==> src/rtl/cache_mem_arb.sv <==
// ============================================================================
// Module   : cache_mem_arb
// Purpose  : Round-robin two-to-one Avalon-MM burst arbiter for I/D caches.
// Revision : 1.0 - initial release
// ============================================================================
`default_nettype none

module cache_mem_arb #(
    parameter int BURST_COUNT_WIDTH = 8
) (
    input  logic                         clk,
    input  logic                         rest,

    input  logic [31:0]                  s0_address,
    input  logic [3:0]                   s0_byteEnable,
    input  logic                         s0_read,
    input  logic                         s0_write,
    input  logic [31:0]                  s0_writeData,
    input  logic                         s0_beginBurstTransfer,
    input  logic [BURST_COUNT_WIDTH-1:0] s0_burstCount,
    output logic                         s0_waitRequest,
    output logic [31:0]                  s0_readData,
    output logic                         s0_readDataValid,

    input  logic [31:0]                  s1_address,
    input  logic [3:0]                   s1_byteEnable,
    input  logic                         s1_read,
    input  logic                         s1_write,
    input  logic [31:0]                  s1_writeData,
    input  logic                         s1_beginBurstTransfer,
    input  logic [BURST_COUNT_WIDTH-1:0] s1_burstCount,
    output logic                         s1_waitRequest,
    output logic [31:0]                  s1_readData,
    output logic                         s1_readDataValid,

    output logic [31:0]                  m0_address,
    output logic [3:0]                   m0_byteEnable,
    output logic                         m0_read,
    output logic                         m0_write,
    output logic [31:0]                  m0_writeData,
    output logic                         m0_beginBurstTransfer,
    output logic [BURST_COUNT_WIDTH-1:0] m0_burstCount,
    input  logic                         m0_waitRequest,
    input  logic [31:0]                  m0_readData,
    input  logic                         m0_readDataValid,

    output logic                         bus_idle,
    output logic                         grant
);

    typedef enum logic [1:0] {
        IDLE    = 2'd0,
        RD_CMD  = 2'd1,
        RD_DATA = 2'd2,
        WR      = 2'd3
    } state_t;

    localparam logic [BURST_COUNT_WIDTH-1:0] C_ONE = BURST_COUNT_WIDTH'(1);

    state_t                         state_q, state_d;
    logic                           grant_q, grant_d;
    logic                           ptr_q, ptr_d;
    logic [BURST_COUNT_WIDTH-1:0]   count_q, count_d;

    logic                           w_req0, w_req1, w_arb, w_arb_write;
    logic                           w_sel_read, w_sel_write, w_sel_bbt;
    logic [BURST_COUNT_WIDTH-1:0]   w_sel_bc, w_bc_eff;
    logic                           w_wait_g, w_rdv_g;

    assign w_req0      = s0_read | s0_write;
    assign w_req1      = s1_read | s1_write;
    // ptr_q holds the last finishing port, so on contention the other one wins.
    assign w_arb       = (w_req0 & w_req1) ? ~ptr_q : w_req1;
    assign w_arb_write = w_arb ? s1_write : s0_write;

    assign w_sel_read  = grant_q ? s1_read               : s0_read;
    assign w_sel_write = grant_q ? s1_write              : s0_write;
    assign w_sel_bbt   = grant_q ? s1_beginBurstTransfer : s0_beginBurstTransfer;
    assign w_sel_bc    = grant_q ? s1_burstCount         : s0_burstCount;
    assign w_bc_eff    = (w_sel_bc == '0) ? C_ONE : w_sel_bc;

    assign m0_address    = grant_q ? s1_address    : s0_address;
    assign m0_byteEnable = grant_q ? s1_byteEnable : s0_byteEnable;
    assign m0_writeData  = grant_q ? s1_writeData  : s0_writeData;
    assign m0_burstCount = w_sel_bc;

    assign s0_readData = m0_readData;
    assign s1_readData = m0_readData;
    assign bus_idle    = (state_q == IDLE);
    assign grant       = grant_q;

    always_comb begin
        state_d               = state_q;
        grant_d               = grant_q;
        ptr_d                 = ptr_q;
        count_d               = count_q;
        m0_read               = 1'b0;
        m0_write              = 1'b0;
        m0_beginBurstTransfer = 1'b0;
        w_wait_g              = 1'b1;
        w_rdv_g               = 1'b0;

        case (state_q)
            IDLE: begin
                count_d = '0;
                if (w_req0 | w_req1) begin
                    grant_d = w_arb;
                    state_d = w_arb_write ? WR : RD_CMD;
                end
            end
            RD_CMD: begin
                m0_read               = w_sel_read;
                m0_beginBurstTransfer = w_sel_bbt;
                w_wait_g              = m0_waitRequest;
                if (!m0_waitRequest) begin
                    count_d = w_bc_eff;
                    state_d = RD_DATA;
                end
            end
            RD_DATA: begin
                w_rdv_g = m0_readDataValid;
                if (m0_readDataValid) begin
                    if (count_q == C_ONE) begin
                        count_d = '0;
                        ptr_d   = grant_q;
                        state_d = IDLE;
                    end else begin
                        count_d = count_q - C_ONE;
                    end
                end
            end
            WR: begin
                // count_q is zero until the first beat is accepted, marking the first beat.
                m0_write              = w_sel_write;
                m0_beginBurstTransfer = w_sel_bbt & (count_q == '0);
                w_wait_g              = m0_waitRequest;
                if (w_sel_write && !m0_waitRequest) begin
                    if ((count_q == '0 && w_bc_eff == C_ONE) || count_q == C_ONE) begin
                        count_d = '0;
                        ptr_d   = grant_q;
                        state_d = IDLE;
                    end else if (count_q == '0) begin
                        count_d = w_bc_eff - C_ONE;
                    end else begin
                        count_d = count_q - C_ONE;
                    end
                end
            end
            default: state_d = IDLE;
        endcase

        s0_waitRequest   = grant_q ? 1'b1 : w_wait_g;
        s1_waitRequest   = grant_q ? w_wait_g : 1'b1;
        s0_readDataValid = ~grant_q & w_rdv_g;
        s1_readDataValid =  grant_q & w_rdv_g;
    end

    always_ff @(posedge clk or negedge rest) begin
        if (!rest) begin
            state_q <= IDLE;
            grant_q <= 1'b0;
            ptr_q   <= 1'b1;
            count_q <= '0;
        end else begin
            state_q <= state_d;
            grant_q <= grant_d;
            ptr_q   <= ptr_d;
            count_q <= count_d;
        end
    end

endmodule

`default_nettype wire

==> config.mk <==
export PLATFORM = sky130hd
export DESIGN_NAME = cache_mem_arb
export DESIGN_NICKNAME = d
export VERILOG_FILES = /design/src/rtl/cache_mem_arb.sv
export SDC_FILE = /design/constraint.sdc
export NUM_CORES = 1
export LEC_CHECK = 0
export CAP_MARGIN = 40
export CORE_AREA = 2 2 135 137
export CTS_BUF_LIST = sky130_fd_sc_hd__clkbuf_4 sky130_fd_sc_hd__clkbuf_8 sky130_fd_sc_hd__clkbuf_16
export CTS_CLUSTER_SIZE = 20
export DETAILED_ROUTE_END_ITERATION = 7
export DIE_AREA = 0 0 137 139
export GPL_ROUTABILITY_DRIVEN = 0
export PLACE_DENSITY = 0.56
export SYNTH_ARGS = -nofsm -noshare
export SYNTH_HDL_FRONTEND = slang
export SYNTH_SLANG_ARGS = --single-unit
==> constraint.sdc <==
create_clock -name clk -period 4 [get_ports clk]
set_clock_uncertainty 0.05 [all_clocks]
set_input_delay 1 -clock clk [delete_from_list [all_inputs] [get_ports clk]]
set_output_delay 1 -clock clk [all_outputs]
set_load 0.02 [all_outputs]
==> impl_results.html <==
<table>
<tr><th>Metric</th><th>Value</th></tr>
<tr><th colspan="2">CTS</th></tr>
<tr><td>TritonCTS clock tree</td><td>done</td></tr>
<tr><td>Clk_lat worst skew</td><td>roughly 0.24 ns</td></tr>
<tr><td>CTS buffer count</td><td>3</td></tr>
<tr><td>Clock H-tree levels</td><td>1</td></tr>
<tr><td>Number of post-CTS setup repair buffers</td><td>0</td></tr>
<tr><td>Quantity of hold-fixing buffers added after cts</td><td>0</td></tr>
<tr><td>Clock net sink count</td><td>12</td></tr>
<tr><td>Longest Clk Path Bufs</td><td>2</td></tr>
<tr><td>Clock root buffer</td><td>clkbuf_16</td></tr>
<tr><td>Clock transition time at the flip-flop clock pins of the worst setup and hold paths</td><td>~0.050 ns</td></tr>
<tr><td>Cells resized by post-CTS repair</td><td>0</td></tr>
<tr><th colspan="2">Hold path</th></tr>
<tr><td>Min-Delay Startpoint</td><td>count_q[6]</td></tr>
<tr><td>End point of the most critical hold path</td><td>count_q[6]</td></tr>
<tr><td>Hold Crit Depth</td><td>2</td></tr>
<tr><td>Class of the tightest hold or removal check</td><td>flip-flop to flip-flop</td></tr>
<tr><th colspan="2">Power</th></tr>
<tr><td>Internal power</td><td>0.00150 W</td></tr>
<tr><td>Switching power total</td><td>~0.0013 W</td></tr>
<tr><td>Clock Power Share</td><td>~7.5%</td></tr>
<tr><td>Power per standard cell area</td><td>546 mW/mm2</td></tr>
<tr><td>Share of total power in combinational logic</td><td>78.9%</td></tr>
<tr><td>Part of the power in registers</td><td>13.6%</td></tr>
<tr><td>Sw frac</td><td>45.5%</td></tr>
<tr><td>Leakage</td><td>between 1.5 and 2 nW</td></tr>
<tr><td>Worst-case vdd ir drop</td><td>246 uV</td></tr>
<tr><th colspan="2">Setup path</th></tr>
<tr><td>Launching point of the worst reg2reg path</td><td>grant</td></tr>
<tr><td>Endpoint class of the critical path</td><td>output port</td></tr>
<tr><td>Endpoint arrival time on the critical path</td><td>2.67 ns</td></tr>
<tr><td>Reg2Reg Capture Point</td><td>ptr_q</td></tr>
<tr><td>Reg2Reg Depth</td><td>9</td></tr>
<tr><td>Category of the worst setup path launch point</td><td>primary input</td></tr>
<tr><td>Worst setup slack for register-to-register paths</td><td>a little over 0.9 ns</td></tr>
<tr><td>Critical path's largest stage delay</td><td>about 0.60 ns</td></tr>
<tr><td>Cell-by-cell trace of the critical path</td><td>clkdlybuf4s50_1 &gt; mux2i_1 &gt; inv_1 &gt; clkdlybuf4s50_1</td></tr>
<tr><td>Category of the most critical setup path</td><td>primary input to output port</td></tr>
<tr><td>Slowest stage cell on the critical path</td><td>clkdlybuf4s50_1</td></tr>
<tr><td>Largest driver fanout on the critical path</td><td>5</td></tr>
<tr><td>Endpoint required time on the critical path</td><td>a little under 3 ns</td></tr>
<tr><td>Most used cell, CP</td><td>clkdlybuf4s50_1</td></tr>
<tr><td>Largest delay contributor family on the critical path</td><td>buffers and inverters</td></tr>
<tr><td>Bufs and invs on worst path</td><td>3</td></tr>
<tr><th colspan="2">Drt</th></tr>
<tr><td>Antenna violation net count after detailed routing</td><td>0</td></tr>
<tr><td>Wire per inst</td><td>17.5 um</td></tr>
<tr><td>Vias post-DR</td><td>slightly above 3000</td></tr>
<tr><td>DRC viols</td><td>0</td></tr>
<tr><td>First-pass iteration count of the detailed router</td><td>4</td></tr>
<tr><td>Starting DRC count in detailed routing</td><td>115</td></tr>
<tr><td>Detailed-route vias per instance</td><td>approximately 4.2</td></tr>
<tr><td>Routed Wire Length</td><td>around 13000 um</td></tr>
<tr><th colspan="2">GRT</th></tr>
<tr><td>First-pass GRT wire length</td><td>between 15000 and 20000 um</td></tr>
<tr><td>Leftover overflow at the end of global routing</td><td>0</td></tr>
<tr><td>Global-route usage over all layers</td><td>12.8%</td></tr>
<tr><td>Maximum number of pins on one net before global-route repair</td><td>between 50 and 60</td></tr>
<tr><td>Initial antenna violation count</td><td>2</td></tr>
<tr><td>Number of global-route vias before repair</td><td>3274</td></tr>
<tr><th colspan="2">Timing</th></tr>
<tr><td>RSZ-0062 raised after global routing</td><td>no</td></tr>
<tr><td>Normalized max-slew margin</td><td>a little under three fifths</td></tr>
<tr><td>Actual transition at the worst max-transition pin</td><td>roughly 0.67 ns</td></tr>
<tr><td>Highest Clock Rate</td><td>between 0.2 and 0.3 GHz</td></tr>
<tr><td>Hold violation total from the final report</td><td>0</td></tr>
<tr><td>Total Negative Setup Slacks</td><td>0 ns</td></tr>
<tr><td>Clock period minus worst slack</td><td>roughly 3.7 ns</td></tr>
<tr><td>Pins over their slew limit</td><td>0</td></tr>
<tr><td>Portion of the clock cycle consumed by the worst path in the final layout</td><td>slightly above 90%</td></tr>
<tr><td>Number of setup violations in the final report</td><td>0</td></tr>
<tr><th colspan="2">Layout</th></tr>
<tr><td>Layout-stage area growth over the synthesis result</td><td>88.9%</td></tr>
<tr><td>Number of fill cells in the layout</td><td>1874</td></tr>
<tr><td>Ratio of cells with drive above 1 in the final layout</td><td>between 20 and 25%</td></tr>
<tr><td>Nets</td><td>between 600 and 700</td></tr>
<tr><td>Cell area after layout</td><td>about 0.0050 mm2</td></tr>
<tr><th colspan="2">Die</th></tr>
<tr><td>Core Rows</td><td>49</td></tr>
<tr><td>Starting density of the core</td><td>~15%</td></tr>
<tr><td>Core Box Area</td><td>between 0.015 and 0.02 mm2</td></tr>
<tr><td>Die height</td><td>between 100 and 150 um</td></tr>
<tr><td>Die outline area</td><td>0.0190 mm2</td></tr>
<tr><td>Die outline width</td><td>between 100 and 150 um</td></tr>
<tr><td>Number of top-level pins</td><td>around 340</td></tr>
<tr><th colspan="2">Synth</th></tr>
<tr><td>Async set or reset register ratio after synthesis</td><td>100%</td></tr>
<tr><td>Number of synthesized flops with an enable pin</td><td>0</td></tr>
<tr><td>Mean instance size in the synthesized netlist</td><td>8.49 um2</td></tr>
<tr><td>Area share of the largest cell type after synthesis</td><td>a little under a third</td></tr>
<tr><td>Net count after synthesis</td><td>around 500</td></tr>
<tr><td>Cell accounting for the most synthesized area</td><td>mux2_2</td></tr>
<tr><td>Area contributors post-synth</td><td>mux2_2, buf_4, dfrtp_1, o21ai_0, a21oi_1</td></tr>
<tr><td>Number of distinct library cells after synthesis</td><td>53</td></tr>
<tr><td>Area of the mapped netlist</td><td>0.00267 mm2</td></tr>
<tr><td>Yosys synthesis warning count</td><td>0</td></tr>
<tr><td>Mapped Cells</td><td>roughly 320</td></tr>
<tr><td>Synthesized flop and latch total</td><td>12</td></tr>
<tr><td>Most used flip-flop cell after synthesis</td><td>dfrtp_1</td></tr>
<tr><td>Portion of the post-synthesis area used by sequential elements</td><td>a little under an eighth</td></tr>
<tr><th colspan="2">Placement</th></tr>
<tr><td>DPL Wire Length</td><td>~11000 um</td></tr>
<tr><td>Number of port buffers</td><td>around 250</td></tr>
<tr><td>Placed cell areas</td><td>a little under 0.005 mm2</td></tr>
<tr><th colspan="2">Run status</th></tr>
<tr><td>Result of the run</td><td>complete, no violations</td></tr>
<tr><th colspan="2">Job</th></tr>
<tr><td>MaxCap Viol Count</td><td>0</td></tr>
</table>
area by class of cell:
| type | instances | area (um2) | share of cell area [%] |
|---|---|---|---|
| repair buffers | 254 | 2530 | 50.2 |
| multi-input cells | 212 | 1790 | 35.4 |
| flip-flops and latches | 12 | 305 | 6.05 |
| well taps | 229 | 287 | 5.67 |
| clock buffers | 4 | 88.8 | 1.76 |
| inverters | 12 | 45.0 | 0.892 |
| diodes | 1 | 2.50 | 0.0496 |
registers in the layout, summed over array words and instances (netlist names):
| register | count |
|---|---|
| count_q | 8 |
| state_q | 2 |
| grant | 1 |
| ptr_q | 1 |
how the worst max path moves through the flow:
| stage | from | end | cells after the start |
|---|---|---|---|
| final | s1_burstCount[2] | m0_burstCount[2] | 4 |
| after global routing | s1_burstCount[2] | m0_burstCount[2] | 4 |
| after CTS | s1_burstCount[2] | m0_burstCount[2] | 4 |
| after global placement | s1_burstCount[2] | m0_burstCount[2] | 4 |
| after detailed placement | s1_burstCount[2] | m0_burstCount[2] | 4 |
| after floorplan | s1_burstCount[4] | ptr_q | 8 |
power groups by stage:
stage	sequential [W]	clock (W)	combinational, W
6_report	0.000375	0.000207	0.00218
5_1_grt	0.000397	0.000217	0.00232
4_1_cts	0.000378	0.000211	0.00219
3_5_place_dp	0.000378	0	0.00217
3_3_place_gp	0.000373	0	0.00216
2_1_floorplan	0.000243	0	0.00148
cell families (layout without fill, tap and decap cells):
| family | Yosys count | in the layout | synth area share [%] |
|---|---|---|---|
| xor gates and xnor gates | 7 | 7 | 2.29 |
| buffers and inverters | 91 | 270 | 21.9 |
| muxes | 80 | 80 | 33.4 |
| other | 0 | 1 | 0 |
| DFF | 12 | 12 | 11.3 |
| adders and majority gates | 4 | 4 | 1.87 |
| AOI/OAI and AO/OA | 58 | 58 | 15.1 |
| and+or+nand+nor | 63 | 63 | 14.2 |
placed cells by master (no fill, tap or decap), types with 2 or more instances in the layout:
cell type,n
nand2_1,9
inv_1,12
mux2_2,72
nor2_1,13
mux2i_1,7
o221a_2,5
o21ai_0,15
o221ai_1,5
o31ai_1,2
dfrtp_1,10
clkbuf_16,3
or3_1,2
nor3b_1,2
nand2b_1,4
a21oi_1,14
nor2b_1,3
nor4_1,5
nor3_1,9
clkdlybuf4s50_1,246
nor4b_1,3
o211ai_1,3
buf_4,7
xnor2_1,7
ha_1,4
o22ai_1,2
layer usage:
metal / global-route usage, % / vias to the layer above / wire (um)
met4: 2.93 / 2 / 149
li1: - / 1446 / -
met2: 23.0 / 153 / 6590
met1: 14.0 / 1416 / 4730
met5: 0 / - / 13
met3: 5.26 / 14 / 1190
cells in the mapped netlist, types with 2 or more instances:
cell / instances
nor3b_1: 2
o22ai_1: 2
nor2_1: 13
ha_1: 4
mux2i_1: 7
nor3_1: 9
a21oi_1: 14
o31ai_1: 2
buf_2: 3
inv_1: 12
o221ai_1: 5
o221a_2: 5
clkbuf_1: 10
o211ai_1: 3
buf_4: 64
nor4_1: 5
nor2b_1: 3
buf_1: 2
nand2b_1: 4
nand2_1: 9
dfrtp_1: 11
xnor2_1: 7
nor4b_1: 3
or3_1: 2
mux2_2: 72
o21ai_0: 15
stage by stage:
| step | power, W | std cells | util [%] | hold slack [ns] | worst slack [ns] |
|---|---|---|---|---|---|
| 2_1_floorplan | 0.00172 | 315 | - | 0.505 | 0.839 |
| 3_3_place_gp | 0.00254 | 719 | 28.1 | 0.553 | 0.261 |
| 3_5_place_dp | 0.00255 | 719 | 28.1 | 0.563 | 0.268 |
| 4_1_cts | 0.00278 | 723 | 28.6 | 0.575 | 0.270 |
| 5_1_grt | 0.00294 | 724 | 28.6 | 0.599 | 0.149 |
| 6_report | 0.00276 | 724 | 28.6 | 0.576 | 0.279 |
worst reg2reg max path: cells and delay by family, from the launching register on:
family,cells,cell delay (ns)
DFF,1,0.83
muxes,1,0.34
adders and majority gates,1,0.23
buffers and inverters,1,0.18
and+or+nand+nor,3,0.69
AOI/OAI and AO/OA,3,0.67
(Power assumes the default switching activity.)
